===== src/rtl/uart_pkg.sv =====
// Shared UART definitions: receiver state encoding, default oversampling ratio
// and the parity helper used by both transmitter and receiver.
package uart_pkg;

   localparam int unsigned OVERSAMPLE_DEF = 16;
   localparam int unsigned PAR_MAX_W      = 32;

   typedef enum logic [2:0] {
      StIdle,
      StStart,
      StData,
      StParity,
      StStop
   } rx_state_e;

   // Returns the parity bit a transmitter appends; zero-extended data is harmless.
   function automatic logic parity_calc(input logic [PAR_MAX_W-1:0] data, input logic odd);
      return (^data) ^ odd;
   endfunction

endpackage


===== src/rtl/uart_bit_sync.sv =====
// Two-flop synchronizer for a single asynchronous bit with a configurable reset value.
module uart_bit_sync #(
   parameter logic RST_VAL = 1'b1
) (
   input  logic clk,
   input  logic rst,
   input  logic i_d,
   output logic o_q
);

   logic r_meta;
   logic r_sync;

   always_ff @(posedge clk) begin
      if (rst) begin
         r_meta <= RST_VAL;
         r_sync <= RST_VAL;
      end else begin
         r_meta <= i_d;
         r_sync <= r_meta;
      end
   end

   assign o_q = r_sync;

endmodule


===== src/rtl/uart_rx_os.sv =====
// Oversampling UART receiver on the system clock: start, D_WIDTH data bits LSB first,
// optional parity, one stop bit. Bits are sampled mid-period on os_tick enables.
module uart_rx_os
   import uart_pkg::*;
#(
   parameter int unsigned D_WIDTH    = 8,
   parameter int unsigned OVERSAMPLE = OVERSAMPLE_DEF,
   parameter bit          PARITY_EN  = 1'b1,
   parameter bit          PARITY_ODD = 1'b0
) (
   input  logic               clk,
   input  logic               rst,
   input  logic               os_tick,
   input  logic               RxD,
   output logic [D_WIDTH-1:0] Rx_Data,
   output logic               valid_rx,
   output logic               parity_error,
   output logic               stop_error,
   output logic               busy
);

   localparam int unsigned TW = $clog2(OVERSAMPLE);
   localparam int unsigned BW = $clog2(D_WIDTH + 1);
   localparam logic [TW-1:0] TICK_MID = TW'(OVERSAMPLE / 2 - 1);
   localparam logic [TW-1:0] TICK_END = TW'(OVERSAMPLE - 1);
   localparam logic [BW-1:0] BIT_LAST = BW'(D_WIDTH - 1);

   rx_state_e          r_state;
   rx_state_e          w_state_d;
   logic               w_line;
   logic [TW-1:0]      r_tick_cnt;
   logic [BW-1:0]      r_bit_cnt;
   logic [D_WIDTH-1:0] r_shift;
   logic               r_par_bit;
   logic [D_WIDTH-1:0] r_rx_data;
   logic               r_valid;
   logic               r_par_err;
   logic               r_stop_err;
   logic               w_tick_mid;
   logic               w_tick_end;
   logic               w_tick_clr;
   logic               w_tick_inc;
   logic               w_sample_data;
   logic               w_sample_par;
   logic               w_finish;
   logic               w_par_err;

   uart_bit_sync #(
      .RST_VAL (1'b1)
   ) u_sync (
      .clk (clk),
      .rst (rst),
      .i_d (RxD),
      .o_q (w_line)
   );

   assign w_tick_mid = (r_tick_cnt == TICK_MID);
   assign w_tick_end = (r_tick_cnt == TICK_END);

   always_ff @(posedge clk) begin
      if (rst) begin
         r_state <= StIdle;
      end else begin
         r_state <= w_state_d;
      end
   end

   always_comb begin
      w_state_d = r_state;
      if (os_tick) begin
         case (r_state)
            StIdle: begin
               if (!w_line) w_state_d = StStart;
            end
            StStart: begin
               // A line back high at mid start bit was only a glitch.
               if (w_tick_mid) w_state_d = w_line ? StIdle : StData;
            end
            StData: begin
               if (w_tick_end && (r_bit_cnt == BIT_LAST)) begin
                  if (PARITY_EN) w_state_d = StParity;
                  else           w_state_d = StStop;
               end
            end
            StParity: begin
               if (w_tick_end) w_state_d = StStop;
            end
            StStop: begin
               if (w_tick_end) w_state_d = StIdle;
            end
            default: w_state_d = StIdle;
         endcase
      end
   end

   always_comb begin
      w_tick_clr    = 1'b0;
      w_tick_inc    = 1'b0;
      w_sample_data = 1'b0;
      w_sample_par  = 1'b0;
      w_finish      = 1'b0;
      if (os_tick) begin
         case (r_state)
            StStart: begin
               w_tick_clr = w_tick_mid;
               w_tick_inc = !w_tick_mid;
            end
            StData: begin
               w_tick_clr    = w_tick_end;
               w_tick_inc    = !w_tick_end;
               w_sample_data = w_tick_end;
            end
            StParity: begin
               w_tick_clr   = w_tick_end;
               w_tick_inc   = !w_tick_end;
               w_sample_par = w_tick_end;
            end
            StStop: begin
               w_tick_clr = w_tick_end;
               w_tick_inc = !w_tick_end;
               w_finish   = w_tick_end;
            end
            default: w_tick_clr = 1'b1;
         endcase
      end
   end

   assign w_par_err = PARITY_EN ? (parity_calc(PAR_MAX_W'(r_shift), PARITY_ODD) ^ r_par_bit)
                                : 1'b0;

   always_ff @(posedge clk) begin
      if (rst) begin
         r_tick_cnt <= '0;
         r_bit_cnt  <= '0;
         r_shift    <= '0;
         r_par_bit  <= 1'b0;
         r_rx_data  <= '0;
         r_valid    <= 1'b0;
         r_par_err  <= 1'b0;
         r_stop_err <= 1'b0;
      end else begin
         r_valid <= w_finish;
         if (w_tick_clr) begin
            r_tick_cnt <= '0;
         end else if (w_tick_inc) begin
            r_tick_cnt <= r_tick_cnt + TW'(1);
         end
         if (r_state == StStart) begin
            r_bit_cnt <= '0;
         end else if (w_sample_data) begin
            r_bit_cnt <= r_bit_cnt + BW'(1);
         end
         // Right shift so the first bit on the wire lands in bit 0.
         if (w_sample_data) r_shift <= {w_line, r_shift[D_WIDTH-1:1]};
         if (w_sample_par)  r_par_bit <= w_line;
         if (w_finish) begin
            r_rx_data  <= r_shift;
            r_stop_err <= ~w_line;
            r_par_err  <= w_par_err;
         end
      end
   end

   assign Rx_Data      = r_rx_data;
   assign valid_rx     = r_valid;
   assign parity_error = r_par_err;
   assign stop_error   = r_stop_err;
   assign busy         = (r_state != StIdle);

endmodule

===== config.mk =====
export PLATFORM = sky130hd
export DESIGN_NAME = uart_rx_os
export DESIGN_NICKNAME = d
export VERILOG_FILES = /design/src/rtl/uart_pkg.sv /design/src/rtl/uart_bit_sync.sv /design/src/rtl/uart_rx_os.sv
export SDC_FILE = /design/constraint.sdc
export NUM_CORES = 1
export LEC_CHECK = 0
export CAP_MARGIN = 15
export CORE_UTILIZATION = 25
export CTS_BUF_LIST = sky130_fd_sc_hd__clkbuf_4
export DETAILED_ROUTE_END_ITERATION = 8
export GPL_ROUTABILITY_DRIVEN = 1
export GPL_TIMING_DRIVEN = 0
export HOLD_SLACK_MARGIN = 0.1
export SYNTH_ARGS = -nofsm -noshare
export SYNTH_HDL_FRONTEND = slang
export SYNTH_SLANG_ARGS = --single-unit

===== constraint.sdc =====
create_clock -name clk -period 2.1 [get_ports clk]
set_clock_uncertainty 0.2 [all_clocks]
set_input_delay 0.21 -clock clk [delete_from_list [all_inputs] [get_ports clk]]
set_output_delay 0.21 -clock clk [all_outputs]
set_load 0.005 [all_outputs]

==> results of run 1 <==
-- synth_stat cells (all sizes together) --
cell / count / share of area
or2: 2 / 0.0087
or3: 4 / 0.021
nand2b: 3 / 0.013
buf: 6 / 0.027
nor2b: 1 / 0.0043
a31oi: 1 / 0.0043
clkbuf: 3 / 0.0078
xnor2: 6 / 0.036
and4: 1 / 0.0061
nand2: 7 / 0.018
nor3: 1 / 0.0035
mux2i: 20 / 0.14
a21boi: 1 / 0.0052
nand4: 1 / 0.0043
dfxtp: 33 / 0.46
nor2: 32 / 0.083
xor2: 2 / 0.012
nand3b: 1 / 0.0052
ha: 2 / 0.017
a21oi: 8 / 0.036
a41oi: 1 / 0.0061
inv: 2 / 0.0052
or3b: 1 / 0.0061
xnor3: 1 / 0.016
nand3: 6 / 0.021
o21ai: 6 / 0.021
o31ai: 1 / 0.0087
o21bai: 1 / 0.0052
-- logic make-up (layout without fill, tap and decap cells) --
logic type | count (synthesis) | count (layout) | share of synthesized area
AO/OA/AOI/OAI | 19 | 19 | 0.0860
adder cells (fa/ha/maj) | 2 | 2 | 0.0174
multiplexers | 20 | 20 | 0.139
AND/OR/NAND/NOR | 60 | 60 | 0.195
flip-flops | 33 | 33 | 0.459
buffers and inverters | 11 | 33 | 0.0400
XOR/XNOR | 9 | 9 | 0.0643
-- sequential cells by signal, summed over array words and instances (netlist names) --
signal,count
stop_error,1
valid_rx,1
r_bit_cnt,4
r_par_bit,1
u_sync.o_q,1
r_state,3
r_shift,8
parity_error,1
r_tick_cnt,4
u_sync.r_meta,1
Rx_Data,8
-- power by group through the flow --
stage / Combinational, uW / Clock, uW / Sequential [uW]
finish: 34.0 / 337 / 629
global route: 39.4 / 384 / 630
CTS: 34.7 / 351 / 629
detailed placement: 34.5 / 0 / 644
global placement: 34.5 / 0 / 644
floorplan: 20.1 / 0 / 643
-- worst paths after layout --
path,startpoint,to,slack [ns],cells past startpoint
max,r_tick_cnt[0],parity_error,0.23,6
min,u_sync.r_meta,u_sync.o_q,0.22,1
max reg2reg,r_tick_cnt[0],parity_error,0.23,6
min reg2reg,u_sync.r_meta,u_sync.o_q,0.22,1
-- layer usage --
metal | GRT usage | vias to the layer above | routed length (um)
met1 | 0.129 | 478 | 1310
met3 | 0.0435 | 4 | 107
met2 | 0.151 | 13 | 1180
met5 | 0 | - | 0
li1 | - | 565 | -
met4 | 0.0389 | 0 | 23
-- layout make-up --
type                            count  area (um2)
Buffer                              9        50.0
Clock buffer                        6        45.0
Clock inverter                      1        3.75
Fill cell                         602        3810
Inverter                            2        7.51
Multi-Input combinational cell    110         722
Sequential cell                    33         661
Tap cell                           72        90.1
Timing Repair Buffer               15         153
-- stage by stage --
step	hold slack (ns)	total power (uW)	area, um2	std cells	util
after floorplan	0.114	663	1440	154	-
after global placement	0.191	678	1680	241	0.303
after detailed placement	0.201	678	1680	241	0.303
after CTS	0.224	1020	1730	248	0.312
after global routing	0.234	1050	1730	248	0.313
final	0.217	1000	1730	248	0.313
-- worst max-delay path, delay by kind of cell, from the launching register on --
family	cells	cell delay, ns
adders and majority gates	1	0.24
buffers and inverters	1	0.31
DFF	1	0.35
muxes	1	0.23
and+or+nand+nor	3	0.43
==> results.sh, run 1 <==
export IMPL_p_switching_uw=226
export IMPL_drive_gt1_frac=0.102
export IMPL_yosysWarnings=0
export IMPL_initial_core_util=0.260
export IMPL_leakagePower_uw=0.000770
export IMPL_grt_max_degree=11
export IMPL_worst_slew_pin_transition_ns=0.479
export IMPL_finalSetupViolCount=0
export IMPL_crit_chain="ha_1 > and4_1 > nand3_1 > buf_2 > mux2i_1 > nor2_1"
export IMPL_ys_seq_area_frac=0.459
export IMPL_syn_area_per_cell_um2=9.35
export IMPL_num_rows=27
export IMPL_clkTransAtPathRegs_ns=0.09
export IMPL_root_buffer="clkbuf_4"
export IMPL_power_share_clock=0.337
export IMPL_maxSlewViolCount=0
export IMPL_final_common_cell="dfxtp_1"
export IMPL_syn_cell_area_um2=1440
export IMPL_comb_power_share=0.034
export IMPL_boundaryPins=16
export IMPL_drc_errors=0
export IMPL_layout_common_cells="33 x dfxtp_1, 32 x nor2_1, 20 x mux2i_1"
export IMPL_rsz0062_at_grt="false"
export IMPL_min_period_ns=1.87
export IMPL_port_buffers=15
export IMPL_first_pass_iters=4
export IMPL_antenna_left=0
export IMPL_run_status="finished clean"
export IMPL_path_class="reg -> reg"
export IMPL_die_x_um=77.9
export IMPL_cap_viol_max_count=0
export IMPL_slew_headroom=0.681
export IMPL_wirelength_um=2620
export IMPL_htree_num_levels=2
export IMPL_hold_viol=0
export IMPL_vias=1060
export IMPL_cp_max_fo=10
export IMPL_internal_power_uw=775
export IMPL_finalWorstSetupSlack_ns=0.229
export IMPL_seq_power_share=0.629
export IMPL_finalCritPeriodShare=0.891
export IMPL_die_area_um2=6070
export IMPL_swShare=0.225
export IMPL_cts_tree="yes"
export IMPL_grt_antenna_before_repair=0
export IMPL_cts_buffer_depth=2
export IMPL_ys_types=33
export IMPL_power_density_nw_per_um2=578
export IMPL_clk_latency_ns=0.32
export IMPL_dp_hpwl_um=1850
export IMPL_cpPeakStageDelay_ns=0.35
export IMPL_synthesis_nets=160
export IMPL_core_area_um2=5540
export IMPL_grt_usage=0.102
export IMPL_required_ns=2.11
export IMPL_gr_total_overflow=0
export IMPL_cts_sinks=33
export IMPL_diodes=0
export IMPL_dp_slack_ns=0.0631
export IMPL_fmax_ghz=0.534
export IMPL_grt_pass1_wl_um=4780
export IMPL_end_kind="flop"
export IMPL_ys_ff_latch=33
export IMPL_wl_per_cell_um=10.6
export IMPL_die_y_um=77.9
export IMPL_viasPerCell=4.27
export IMPL_cp_slowest_cell="dfxtp_1"
export IMPL_hold_class="reg -> reg"
export IMPL_drt_initial_drc_count=34
export IMPL_grt_pass1_vias=1019
export IMPL_gp_congestion=0.779
export IMPL_finalSetupTns_ns=0
export IMPL_arrival_ns=1.88
export IMPL_crit_path_start_kind="flop"
export IMPL_cts_made_buffers=5
export IMPL_cts_hold_buf=0
export IMPL_ir_drop_mv=0.255
export IMPL_postCtsSetupBuffers=0
export IMPL_layout_nets=182
export IMPL_cts_resized=0
export IMPL_syn_to_final_growth_pct=20.2
export IMPL_netlist_instances=154
Note: power is estimated with default switching activity, not from simulation.
==> inputs of run 2 (changes only) <==
Settings changed: ABC_CLOCK_PERIOD_IN_PS set to 2100, CORE_ASPECT_RATIO set to 0.75, HOLD_SLACK_MARGIN 0.1 to 0.05.
==> results.sh, run 2 (synthesis gave the netlist of run 1 again) <==
export IMPL_run_status="finished clean"
export IMPL_finalSetupViolCount=0
export IMPL_vias=1069
export IMPL_finalCritPeriodShare=0.963
export IMPL_min_period_ns=2.02
export IMPL_regArea_um2=661
export IMPL_grt_usage=0.103
export IMPL_internal_power_uw=902
export IMPL_multiInputGateArea_um2=722
export IMPL_num_fill_cells=558
export IMPL_viasPerCell=4.24
export IMPL_ff2ff_path_depth=6
export IMPL_cts_hold_buf=0
export IMPL_cts_resized=0
export IMPL_gr_total_overflow=0
export IMPL_swShare=0.204
export IMPL_drive_gt1_frac=0.107
export IMPL_required_ns=1.69
export IMPL_critPathTopFamily="buffers and inverters"
export IMPL_fmax_ghz=0.494
export IMPL_first_pass_iters=4
export IMPL_drt_initial_drc_count=46
export IMPL_path_class="reg -> out"
export IMPL_core_area_um2=5440
export IMPL_min_path_cells=1
export IMPL_dp_slack_ns=0.0601
export IMPL_cts_sinks=33
export IMPL_cp_max_fo=10
export IMPL_rr_startpoint="r_tick_cnt[0]"
export IMPL_path_depth=3
export IMPL_dp_cells=244
export IMPL_cts_tree="yes"
export IMPL_worst_slew_pin_transition_ns=0.501
export IMPL_hold_class="reg -> reg"
export IMPL_cp_slowest_cell="clkdlybuf4s50_1"
export IMPL_arrival_ns=1.61
export IMPL_leakagePower_uw=0.000766
export IMPL_hp_start="u_sync.r_meta"
export IMPL_wl_met2_um=1050
export IMPL_final_instance_count_excl_fill=252
export IMPL_dp_hpwl_um=1890
export IMPL_cap_viol_max_count=0
export IMPL_grt_max_degree=11
export IMPL_maxSlewViolCount=0
export IMPL_crit_path_start_kind="flop"
export IMPL_diodes=0
export IMPL_power_density_nw_per_um2=642
export IMPL_ir_drop_mv=0.212
export IMPL_die_area_um2=6070
export IMPL_hold_viol=0
export IMPL_cpPeakStageDelay_ns=0.45
export IMPL_clk_latency_ns=0.33
export IMPL_drc_errors=0
export IMPL_crit_chain="buf_6 > or3_1 > clkdlybuf4s50_1"
export IMPL_initial_core_util=0.265
export IMPL_antenna_left=0
export IMPL_final_common_cell="dfxtp_1"
export IMPL_num_rows=23
export IMPL_grt_pass1_wl_um=4690
export IMPL_syn_to_final_growth_pct=22.4
export IMPL_root_buffer="clkbuf_4"
export IMPL_p_switching_uw=230
export IMPL_comb_power_share=0.030
export IMPL_htree_num_levels=2
export IMPL_finalSetupTns_ns=0
export IMPL_rsz0062_at_grt="false"
export IMPL_gp_congestion=0.802
export IMPL_layout_nets=182
export IMPL_seq_power_share=0.556
export IMPL_grt_pass1_vias=988
export IMPL_port_buffers=15
export IMPL_wl_per_cell_um=10.6
export IMPL_end_kind="output port"
export IMPL_die_x_um=89.6
export IMPL_hold_worst_slack_ns=0.222
export IMPL_cts_buffer_depth=2
export IMPL_finalWorstSetupSlack_ns=0.0776
export IMPL_die_y_um=67.7
export IMPL_clkTransAtPathRegs_ns=0.10
export IMPL_m1WireLength_um=1480
export IMPL_routed_wl_met3_um=108
export IMPL_grt_antenna_before_repair=0
export IMPL_boundaryPins=16
export IMPL_top_layer_used="met4"
export IMPL_critPathLaunch="r_state[2]"
export IMPL_layout_common_cells="33 x dfxtp_1, 32 x nor2_1, 20 x mux2i_1"
export IMPL_path_buf_inv=2
export IMPL_postCtsSetupBuffers=0
export IMPL_wirelength_um=2680
export IMPL_utilization=0.324
export IMPL_slew_headroom=0.666
export IMPL_cts_made_buffers=5
export IMPL_power_share_clock=0.414
run 2: changes by cell type in the layout (fill, tap and decap cells not counted), sizes merged:
cell / previous run / this run
bufinv: 0 / 1
clkdlybuf4s50: 14 / 15
dlymetal6s2s: 1 / 0
run 2: per-layer routing:
| layer | global-route usage | up-vias |
|---|---|---|
| li1 | - | 566 |
| met1 | 0.147 | 484 |
| met2 | 0.138 | 15 |
| met3 | 0.0342 | 4 |
| met4 | 0.0476 | 0 |
| met5 | 0 | - |
run 2: through the flow:
| stage | power (uW) | area [um2] |
|---|---|---|
| 2_1_floorplan | 663 | 1440 |
| 3_3_place_gp | 679 | 1680 |
| 3_5_place_dp | 678 | 1680 |
| 4_1_cts | 1150 | 1760 |
| 5_1_grt | 1180 | 1760 |
| 6_report | 1130 | 1760 |
run 2: final cells by class:
| class | instances | share of cell area |
|---|---|---|
| multi-input combinational | 110 | 0.410 |
| sequential | 33 | 0.375 |
| timing repair buffer | 15 | 0.0852 |
| tap | 75 | 0.0532 |
| buffer | 9 | 0.0284 |
| clock buffer | 6 | 0.0256 |
| clock inverter | 2 | 0.0192 |
| inverter | 2 | 0.00426 |
run 2: final timing paths:
check	end	slack, ns
setup / recovery	busy	0.08
hold / removal	u_sync.o_q	0.22
setup reg to reg	r_shift[0]	0.20
hold reg to reg	u_sync.o_q	0.22
run 2: power groups by stage:
stage,combinational (uW),clock (uW),sequential (uW)
floorplan,20.1,0,643
global placement,35.1,0,644
detailed placement,34.5,0,644
CTS,34.7,485,629
global route,37.8,514,630
finish,34.4,468,629
==> inputs of run 3 (changes only) <==
Settings changed: ABC_AREA set to 0, SYNTH_HIERARCHICAL set to 1.
==> results.sh, run 3 <==
export IMPL_power_density_nw_per_um2=564
export IMPL_cts_tree="yes"
export IMPL_core_area_um2=5470
export IMPL_required_ns=2.10
export IMPL_layout_nets=193
export IMPL_synth_commonest_cells="33 x dfxtp_1, 24 x nand2_1, 20 x nor2_1"
export IMPL_layout_common_cells="31 x dfxtp_1, 24 x nand2_1, 20 x nor2_1"
export IMPL_clk_latency_ns=0.32
export IMPL_htree_num_levels=2
export IMPL_vias=1145
export IMPL_utilization=0.326
export IMPL_num_rows=23
export IMPL_grt_max_degree=11
export IMPL_dp_cells=252
export IMPL_syn_area_per_cell_um2=8.92
export IMPL_cts_buffer_depth=2
export IMPL_drc_errors=0
export IMPL_grt_usage=0.103
export IMPL_arrival_ns=2.00
export IMPL_finalCritPeriodShare=0.957
export IMPL_final_instance_count_excl_fill=263
export IMPL_ir_drop_mv=0.197
export IMPL_final_common_cell="dfxtp_1"
export IMPL_synth_edff_count=0
export IMPL_num_fill_cells=586
export IMPL_crit_path_start_kind="input port"
export IMPL_slew_headroom=0.670
export IMPL_min_period_ns=2.01
export IMPL_synth_area_top_cells="dfxtp_1 45%, mux2i_1 8.3%, nand2_1 6.2%"
export IMPL_root_buffer="clkbuf_4"
export IMPL_synthesis_nets=169
export IMPL_drt_initial_drc_count=81
export IMPL_viasPerCell=4.35
export IMPL_finalSetupViolCount=0
export IMPL_grt_antenna_before_repair=0
export IMPL_cp_max_fo=10
export IMPL_clkTransAtPathRegs_ns=0.10
export IMPL_yosysMostFrequentCell="dfxtp_1"
export IMPL_first_pass_iters=4
export IMPL_hold_class="reg -> reg"
export IMPL_dp_hpwl_um=2010
export IMPL_ys_types=33
export IMPL_antenna_left=0
export IMPL_ys_seq_area_frac=0.454
export IMPL_wirelength_um=2850
export IMPL_yosysWarnings=6
export IMPL_initial_core_util=0.266
export IMPL_boundaryPins=16
export IMPL_syn_to_final_growth_pct=22.5
export IMPL_wl_per_cell_um=10.8
export IMPL_yosysTopAreaCellShare=0.454
export IMPL_syn_cell_area_um2=1450
export IMPL_netlist_instances=163
export IMPL_cap_viol_max_count=0
export IMPL_die_y_um=68.0
export IMPL_fmax_ghz=0.498
export IMPL_cts_sinks=33
export IMPL_cts_made_buffers=5
export IMPL_hold_viol=0
export IMPL_worst_slew_pin_transition_ns=0.495
export IMPL_rsz0062_at_grt="false"
export IMPL_path_class="in -> reg"
export IMPL_async_flop_share=0
export IMPL_die_area_um2=6130
export IMPL_port_buffers=14
export IMPL_grt_pass1_vias=992
export IMPL_grt_pass1_wl_um=4840
export IMPL_maxSlewViolCount=0
export IMPL_die_x_um=90.1
export IMPL_gr_total_overflow=0
export IMPL_diodes=0
export IMPL_gp_congestion=0.700
export IMPL_hold_worst_slack_ns=0.216
export IMPL_leakagePower_uw=0.000706
export IMPL_end_kind="flop"
export IMPL_drive_gt1_frac=0.128
export IMPL_synth_top_area_cell="dfxtp_1"
export IMPL_ys_flop_type="dfxtp_1"
export IMPL_ys_ff_latch=33
export IMPL_run_status="finished clean"
-- run 3: cell families after synthesis --
group                    after synthesis  synth area share
multiplexers                          12            0.0826
adder cells (fa/ha/maj)                2            0.0172
AND/OR/NAND/NOR                       69             0.232
XOR/XNOR                               9            0.0637
AO/OA/AOI/OAI                         25            0.0964
flip-flops                            33             0.454
buffers and inverters                 13            0.0534
-- run 3: worst paths after layout --
check,endpoint,slack [ns],depth (start not counted),from
setup / recovery,Rx_Data[3],0.09,8,os_tick
hold / removal,u_sync/o_q,0.22,1,u_sync/r_meta
setup reg to reg,Rx_Data[3],0.09,7,r_tick_cnt[0]
hold reg to reg,u_sync/o_q,0.22,1,u_sync/r_meta
-- run 3: layout make-up --
type / count / area, um2 / area share
flip-flops and latches: 33 / 663 / 0.372
multi-input cells: 117 / 728 / 0.409
well taps: 75 / 93.8 / 0.0527
inverters: 3 / 11.3 / 0.00632
plain buffers: 10 / 67.6 / 0.0379
clock buffers: 5 / 37.5 / 0.0211
repair buffers: 17 / 168 / 0.0941
clock inverters: 3 / 12.5 / 0.00702
-- run 3: power breakdown --
| part | switching, uW | leakage (uW) | internal [uW] |
|---|---|---|---|
| sequential | 3.19 | 0.000267 | 628 |
| clock | 213 | 0.0000300 | 121 |
| combinational | 22.2 | 0.000409 | 16.8 |
| total | 238 | 0.000706 | 766 |
-- run 3: stage by stage --
step                instance area (um2)  total power (uW)  setup WS, ns  TNS (ns)
global placement                   1690               680        0.0135         0
detailed placement                 1690               681       -0.0155   -0.0532
finish                             1780              1000        0.0911         0
global route                       1780              1060       0.00530         0
CTS                                1750              1020       0.00508         0
floorplan                          1450               667         0.150         0
-- run 3: timing repair --
action,in CTS,in global routing
endpoints found under the hold margin,5,0
resized for setup,2,5
endpoints found under the setup margin,9,10
buffers inserted,0,2
hold buffers,1,0
-- run 3: metal layers --
layer  share of wire  GRT usage  vias to the layer above
li1                -          -                      596
met3           0.038     0.0344                        5
met1            0.55      0.145                      529
met2            0.40      0.146                       15
met4          0.0088     0.0363                        0
met5               0          0                        -
-- run 3: worst max-delay path, stage by stage --
cell,delay (ns)
dlygate4sd3_1,0.55
buf_6,0.12
nand4_4,0.12
or4b_4,0.51
buf_6,0.14
buf_6,0.14
mux2i_1,0.15
nor2_1,0.05
